### src/rtl/vc_wrr_arbiter.sv
// Weighted round-robin pop scheduler between the VC0/VC1 FIFOs and the D0/D1
// destination FIFOs. Pops are issued combinationally from the registered FSM
// state. Each popped word is steered to D0 or D1 by its destination bit and
// pushed two cycles after its pop.
module vc_wrr_arbiter #(
  parameter int BW       = 6,
  parameter int DEST_BIT = 4,
  parameter int WW       = 4
) (
  input  logic          clk,
  input  logic          reset_L,
  input  logic          init,
  input  logic [WW-1:0] weight_vc0,
  input  logic [WW-1:0] weight_vc1,
  input  logic          vc0_empty,
  input  logic          vc1_empty,
  input  logic [BW-1:0] vc0_data,
  input  logic [BW-1:0] vc1_data,
  input  logic          d0_almost_full,
  input  logic          d1_almost_full,
  output logic          vc0_pop,
  output logic          vc1_pop,
  output logic          d0_push,
  output logic          d1_push,
  output logic [BW-1:0] d_data_out,
  output logic          arb_idle,
  output logic          arb_grant
);

  typedef enum logic [1:0] {
    ST_INIT,
    ST_IDLE,
    ST_SERVE0,
    ST_SERVE1
  } state_t;

  state_t        state;
  logic [WW-1:0] w0_reg;
  logic [WW-1:0] w1_reg;
  logic [WW-1:0] credit;
  // VC that owned the bus most recently; reset to VC1 so VC0 wins the first tie.
  logic          last_served;

  logic          pop_v1;
  logic          pop_src1;
  logic [BW-1:0] rd_word;

  logic          backpressure;
  logic          serving;
  logic          own_is1;
  logic          own_empty;
  logic          oth_empty;
  logic          own_pop;
  logic          round_done;
  logic [WW-1:0] own_w;
  logic [WW-1:0] oth_w;

  // Owner-relative view of the FIFO flags and weights, plus the pop decision.
  // Both destinations must have room because the target is unknown until read.
  always_comb begin
    backpressure = d0_almost_full | d1_almost_full;
    serving      = (state == ST_SERVE0) || (state == ST_SERVE1);
    own_is1      = (state == ST_SERVE1);
    own_empty    = own_is1 ? vc1_empty : vc0_empty;
    oth_empty    = own_is1 ? vc0_empty : vc1_empty;
    own_w        = own_is1 ? w1_reg : w0_reg;
    oth_w        = own_is1 ? w0_reg : w1_reg;
    own_pop      = serving && !own_empty && !backpressure && !init;
    round_done   = own_empty || (own_pop && (credit == WW'(1)));
  end

  assign vc0_pop   = own_pop && !own_is1;
  assign vc1_pop   = own_pop && own_is1;
  assign arb_idle  = (state == ST_IDLE);
  assign arb_grant = own_is1;
  assign rd_word   = pop_src1 ? vc1_data : vc0_data;

  // Arbitration FSM: weight loading, owner selection and per-round credit.
  always_ff @(posedge clk or negedge reset_L) begin
    if (!reset_L) begin
      state       <= ST_INIT;
      w0_reg      <= WW'(1);
      w1_reg      <= WW'(1);
      credit      <= '0;
      last_served <= 1'b1;
    end else if (init) begin
      state <= ST_INIT;
      if (state == ST_INIT) begin
        w0_reg <= (weight_vc0 == '0) ? WW'(1) : weight_vc0;
        w1_reg <= (weight_vc1 == '0) ? WW'(1) : weight_vc1;
      end
    end else begin
      case (state)
        ST_INIT: state <= ST_IDLE;
        ST_IDLE: begin
          if (!vc0_empty && (vc1_empty || last_served)) begin
            state       <= ST_SERVE0;
            credit      <= w0_reg;
            last_served <= 1'b0;
          end else if (!vc1_empty) begin
            state       <= ST_SERVE1;
            credit      <= w1_reg;
            last_served <= 1'b1;
          end
        end
        ST_SERVE0, ST_SERVE1: begin
          // A stall (owner non-empty under backpressure) leaves both
          // state and credit untouched; the reload below overrides the
          // decrement when the round ends on this pop.
          if (own_pop) credit <= credit - WW'(1);
          if (round_done) begin
            if (!oth_empty) begin
              state       <= own_is1 ? ST_SERVE0 : ST_SERVE1;
              credit      <= oth_w;
              last_served <= !own_is1;
            end else if (!own_empty) begin
              credit      <= own_w;
              last_served <= own_is1;
            end else begin
              state  <= ST_IDLE;
              credit <= '0;
            end
          end
        end
        default: state <= ST_INIT;
      endcase
    end
  end

  // Two-stage pop-to-push pipeline: remember the source of a pop, then
  // capture the read data and steer it by its destination bit.
  always_ff @(posedge clk or negedge reset_L) begin
    if (!reset_L) begin
      pop_v1     <= 1'b0;
      pop_src1   <= 1'b0;
      d_data_out <= '0;
      d0_push    <= 1'b0;
      d1_push    <= 1'b0;
    end else begin
      pop_v1   <= vc0_pop | vc1_pop;
      pop_src1 <= vc1_pop;
      d0_push  <= pop_v1 && !rd_word[DEST_BIT];
      d1_push  <= pop_v1 && rd_word[DEST_BIT];
      if (pop_v1) d_data_out <= rd_word;
    end
  end

endmodule

### config.mk
export PLATFORM = sky130hd
export DESIGN_NAME = vc_wrr_arbiter
export DESIGN_NICKNAME = d
export VERILOG_FILES = /design/src/rtl/vc_wrr_arbiter.sv
export SDC_FILE = /design/constraint.sdc
export NUM_CORES = 1
export LEC_CHECK = 0
export CAP_MARGIN = 20
export CORE_ASPECT_RATIO = 1.75
export CORE_MARGIN = 8
export CORE_UTILIZATION = 39
export DETAILED_ROUTE_END_ITERATION = 8
export PLACE_DENSITY = 0.66
export SYNTH_ARGS = -nofsm -noshare
export SYNTH_HDL_FRONTEND = slang
export SYNTH_SLANG_ARGS = --single-unit
### constraint.sdc
create_clock -name clk -period 3.25 [get_ports clk]
set_input_delay 0.325 -clock clk [delete_from_list [all_inputs] [get_ports clk]]
set_output_delay 0.325 -clock clk [all_outputs]
set_load 0.01 [all_outputs]
==> flow_metrics.tcl <==
set metrics [dict create \
    synthArstFlopShare_pct 100 \
    dp_hpwl_um 3140 \
    post-cts-setup-buffers 0 \
    track_usage_pct 12.8 \
    fillers 344 \
    ys_ff_latch 25 \
    grt_pass1_wl_um 6490 \
    area_growth_pct 30.4 \
    top_layer "met4" \
    ctsResizeCount 0 \
    cts_buffers 3 \
    portBuffers 38 \
    ir_drop_uv 288 \
    p_leak_nw 0.791 \
    cts_root_buf "clkbuf_8" \
    critPathArrivalTime_ns 2.15 \
    grt_max_degree 26 \
    core_area_um2 3790 \
    rsz0062_at_grt "no" \
    worst_pin_slew_ns 0.621 \
    syn_area_per_cell_um2 9.58 \
    critPathMaxFanout 18 \
    place_congestion 0.896 \
    final_cell_mix "38 x clkdlybuf4s50_1, 22 x dfrtp_1, 18 x nor2_1" \
    grt_overflow 0 \
    yosys_warnings 0 \
    holdBufCountCts 0 \
    fin_crit_sh_pct 76.3 \
    syn_nets 185 \
    clockBufferDepth 2 \
    cts.sinks 25 \
    finalCriticalPeriod_ns 2.48 \
    cts_tree "built" \
    drt_iter0_markers 59 \
    final-setup-viol-count 0 \
    tns_ns 0 \
    synth_area_um2 1500 \
    wl_met1_um 1600 \
    hold_viol 0 \
    h-tree-depth 1 \
    grt_pass1_vias 1377 \
    synth_ff_type "dfrtp_1" \
    min_path_type "in2async" \
    routed_via_density 5.53 \
    worstSetupEndpointType "output port" \
    synth_edf_count 0 \
    drv_slew 0 \
    route.vias.total 1317 \
    reg2reg_slack_ns 1.07 \
    dieArea_um2 6150 \
    dr_wl_met2_um 2050 \
    syn_inst 156 \
    place_ws_ns 0.814 \
    skew_ns 0.00794 \
    fin_ws_ns 0.770 \
    start_util_pct 39.4 \
    synth_cell_types 49 \
    relSlewSlack_pct 58.6 \
    crit_type "reg2out" \
    dr_wl_met3_um 274 \
    start_kind "register" \
    top_register "d_data_out" \
    crit_required_ns 2.92 \
    dieHeight_um 97.9 \
    ant_nets 0 \
    drc_errors 0 \
    rows 30 \
    dr.pass1.iters 6 \
    fin_nets 220 \
    outcome "complete, no violations" \
    fp.dieW_um 62.8 \
    power_density_nw_per_um2 492 \
    pin_count 39 \
    wl_per_cell_um 16.9 \
    antenna_found_initial 0 \
    largest_reg_flops 6 \
    final_common_cell "clkdlybuf4s50_1" \
    fmax_mhz 403 \
    clock_latency_ns 0.27 \
    rr_startpoint "state[1]" \
    drive_above_1_share_pct 12.6 \
    path_clk_slew_ns 0.08 \
    finalWirelength_um 4030 \
    rr_worst_depth 5 \
    seq_area_frac_synth_pct 42.1 \
    reg2reg_to "credit[1]" \
    cap_violations 0 \
    antennaDiodeCount 0 \
]
[per-layer routing]
metal / track usage (%) / vias up
met4: 5.83 / 0
met5: 0 / -
met2: 23.5 / 59
met3: 3.90 / 6
met1: 12.6 / 627
li1: - / 625
[worst max-delay path by stage]
| stage | slack [ns] | cells past startpoint | start | to |
|---|---|---|---|---|
| final | 0.77 | 3 | state[1] | vc1_pop |
| after global routing | 0.69 | 3 | state[1] | vc1_pop |
| after CTS | 0.80 | 3 | state[1] | vc1_pop |
| after detailed placement | 0.81 | 5 | vc1_empty | credit[1] |
| after global placement | 0.85 | 5 | vc1_empty | credit[1] |
| after floorplan | 1.51 | 6 | credit[0] | credit[3] |
[layout make-up]
type / count / area (um^2) / share of cell area [%]
tap: 48 / 60.1 / 3.08
sequential: 25 / 629 / 32.3
multi-input combinational: 115 / 786 / 40.3
timing repair buffer: 40 / 403 / 20.7
inverter: 6 / 25.0 / 1.28
clock buffer: 3 / 41.3 / 2.12
clock inverter: 1 / 5.00 / 0.257
[cells in the mapped netlist, drive strengths merged, types with 2 or more instances]
master / number / area [um^2]
a21oi: 12 / 60.1
a31o: 2 / 17.5
and2: 3 / 18.8
buf: 4 / 32.5
clkbuf: 6 / 22.5
dfrtp: 22 / 551
dfstp: 3 / 78.8
ha: 2 / 25.0
inv: 6 / 25.0
mux2: 9 / 105
mux2i: 11 / 110
nand2: 8 / 32.5
nand2b: 2 / 12.5
nand3: 2 / 10.0
nand3b: 2 / 15.0
nor2: 19 / 73.8
nor2b: 3 / 18.8
nor3: 6 / 30.0
nor3b: 2 / 15.0
o21ai: 6 / 30.0
o22ai: 4 / 25.0
o31ai: 2 / 15.0
[power by group]
part           leakage [nW]  switching [mW]  internal (mW)  total (mW)
Combinational         0.474           0.148          0.180       0.327
Clock                0.0255          0.0977         0.0856       0.183
Sequential            0.292          0.0679          0.381       0.449
Total                 0.791           0.313          0.646       0.959
[kinds of logic (layout without fill, tap and decap cells)]
| kind of cell | Yosys count | count (layout) | synth area share, % |
|---|---|---|---|
| AO/OA/AOI/OAI | 37 | 37 | 16.2 |
| multiplexers | 20 | 20 | 14.4 |
| flip-flops | 25 | 25 | 42.1 |
| buffers and inverters | 16 | 50 | 5.36 |
| adder cells (fa/ha/maj) | 3 | 3 | 2.34 |
| XOR/XNOR | 2 | 2 | 1.17 |
| AND/OR/NAND/NOR | 53 | 53 | 18.4 |
[worst max-delay path, stage by stage (launching register included)]
cell             delay, ns
dfrtp_1               0.75
nand2_2               0.28
nor3_1                0.28
clkdlybuf4s50_1       0.59
[stage by stage]
step | power (mW) | instances | hold WS, ns | util [%] | cell area [um^2]
global placement | 0.768 | 233 | 0.479 | 49.8 | 1890
detailed placement | 0.782 | 233 | 0.508 | 49.8 | 1890
finish | 0.959 | 238 | 0.442 | 51.4 | 1950
floorplan | 0.645 | 156 | 0.0294 | - | 1500
CTS | 0.969 | 237 | 0.526 | 51.0 | 1930
global route | 1.02 | 238 | 0.463 | 51.4 | 1950
Power figures use the tool's default switching activity.
==> RTL edit, RTL diff (same settings) <==
Make the reset (`reset_L`) synchronous in 2 clocked blocks.
--- a/src/rtl/vc_wrr_arbiter.sv
+++ b/src/rtl/vc_wrr_arbiter.sv
@@ -77,5 +77,5 @@
 
   // Arbitration FSM: weight loading, owner selection and per-round credit.
-  always_ff @(posedge clk or negedge reset_L) begin
+  always_ff @(posedge clk) begin
     if (!reset_L) begin
       state       <= ST_INIT;
@@ -130,5 +130,5 @@
   // Two-stage pop-to-push pipeline: remember the source of a pop, then
   // capture the read data and steer it by its destination bit.
-  always_ff @(posedge clk or negedge reset_L) begin
+  always_ff @(posedge clk) begin
     if (!reset_L) begin
       pop_v1     <= 1'b0;
Function: differs if reset_L is asserted again (counterexample within 4 cycles, from zero or initial values and one cycle with reset_L low); with reset_L held inactive, the same outputs for 10 cycles.
==> RTL edit against the original RTL <==
  * Setup slack improved by 0.13 ns
  * Hold slack better by 0.021 ns
  * Synthesized cell count increased by 12%
  * Sequential cell count unchanged
  * Design area is 5.0% lower
  * Area after synthesis down 4.3%
  * Routed wire length fell by 5.9%
  * Critical path type is now input pin to output port
  * Largest cell class unchanged
  * Highest routed layer unchanged
Power is not compared: it rests on default switching activity, and its combinational part moved more than twofold at a synthesized area within 25%.
==> RTL edit: results (changes against the original RTL) <==
[outcome]
outcome = finished, final reports clean

[placement]
gp_routability_congestion = 0.927  ; +3.4%

[worst_setup_path]
highest_fanout_seen_on_the_critical_path = 7  ; -11
reg2reg_depth = 4  ; -1
critPathCapture = vc0_pop
worst_path_largest_cell_delay_ns = 0.58  ; -0.17 ns
r2r-start = state[1]$_SDFFE_PP0P_
worst-r2r-setup-slack_ns = 1.21  ; +0.14 ns
crit_arrival_ns = 2.03  ; -0.12 ns
critical_path.slowest_cell = sky130_fd_sc_hd__clkdlybuf4s50_1

[cells_and_area]
layout.nets = 236  ; +7.3%
final-nonclk-buf-share_pct = 20.9  ; +0.28 points
inverters = 7  ; +1
clk_share_pct = 2.43  ; +0.058 points
n_multi_input_combinational_cell = 131  ; +14%
n_all_buffers = 39  ; -2.5%
clkbuf_count = 4  ; +1
sequential_cell_area_um2 = 500  ; -20%
multi_input_area_share_pct = 45.1  ; +4.8 points
non_filler_instance_count_after_layout = 252  ; +5.9%

[global_routing]
first_pass_grt_wire_length_um = 6680  ; +2.9%
grt_usage_pct = 14.3  ; +1.5 points
first_global_vias = 1460  ; +6.0%
largest_net_degree_at_the_start_of_global_routing = 18  ; -31%

[logic_synthesis]
synth_cell_type_count = 48  ; -2.0%
seq_area_frac_synth_pct = 35.0  ; -7.1 points
postSynth.asyncResetShare_pct = 0  ; -100 points
synth_flop_cell = sky130_fd_sc_hd__dfxtp_1
synthCells = 175  ; +12%
synth.cells.most_frequent = 25 x sky130_fd_sc_hd__dfxtp_1, 22 x sky130_fd_sc_hd__nand2_1, 16 x sky130_fd_sc_hd__nor2_1, 13 x sky130_fd_sc_hd__a21oi_1, 9 x sky130_fd_sc_hd__nor3_1

[drt]
detail_route.first_pass.iterations = 4  ; -2
drt_iter0_markers = 25  ; -58%
detailroute.via_count = 1394  ; +5.8%
totalWireLength_um = 3790  ; -5.9%

[timing]
worst_slew_margin_rel_pct = 60.2  ; +1.6 points

-- RTL edit: cell count changes after synthesis, moves of 3 or more --
cell                       change
sky130_fd_sc_hd__a211oi_1      +4
sky130_fd_sc_hd__and3_1        +3
sky130_fd_sc_hd__dfrtp_1      -22
sky130_fd_sc_hd__dfstp_2       -3
sky130_fd_sc_hd__dfxtp_1      +25
sky130_fd_sc_hd__inv_1         +3
sky130_fd_sc_hd__mux2_2        -5
sky130_fd_sc_hd__mux2i_1       -4
sky130_fd_sc_hd__nand2_1      +15
sky130_fd_sc_hd__nand3_1       +4
sky130_fd_sc_hd__nor3_1        +3
sky130_fd_sc_hd__o22ai_1       -3
-- RTL edit: logic make-up after synthesis --
| kind of cell | count (synthesis) | synth area share (%) |
|---|---|---|
| AOI/OAI and AO/OA | 45 | 22.4 |
| xor gates and xnor gates | 2 | 1.22 |
| adders and majority gates | 2 | 1.75 |
| buffers and inverters | 19 | 6.73 |
| DFF | 25 | 35.0 |
| muxes | 11 | 8.83 |
| and+or+nand+nor | 71 | 24.1 |
-- RTL edit: routing by layer --
layer,wire (µm),vias to the layer above,share of wire (%),track usage [%]
li1,-,695,-,-
met1,1480,670,39,15.1
met2,2140,25,56,26.6
met3,121,4,3.2,2.54
met4,50,0,1.3,4.78
met5,0,-,0,0
-- RTL edit: worst reg2reg max path, delay by kind of cell, from the launching register on --
kind / cells / cell delay (ns)
AOI/OAI and AO/OA: 4 / 1.24
DFF: 1 / 0.71
-- RTL edit: stage by stage --
step	setup slack [ns]	hold WS [ns]	total power, mW
2_1_floorplan	1.66	0.445	0.394
3_3_place_gp	0.914	0.449	0.440
3_5_place_dp	0.817	0.451	0.444
4_1_cts	0.920	0.467	0.622
5_1_grt	0.845	0.507	0.650
6_report	0.897	0.463	0.617
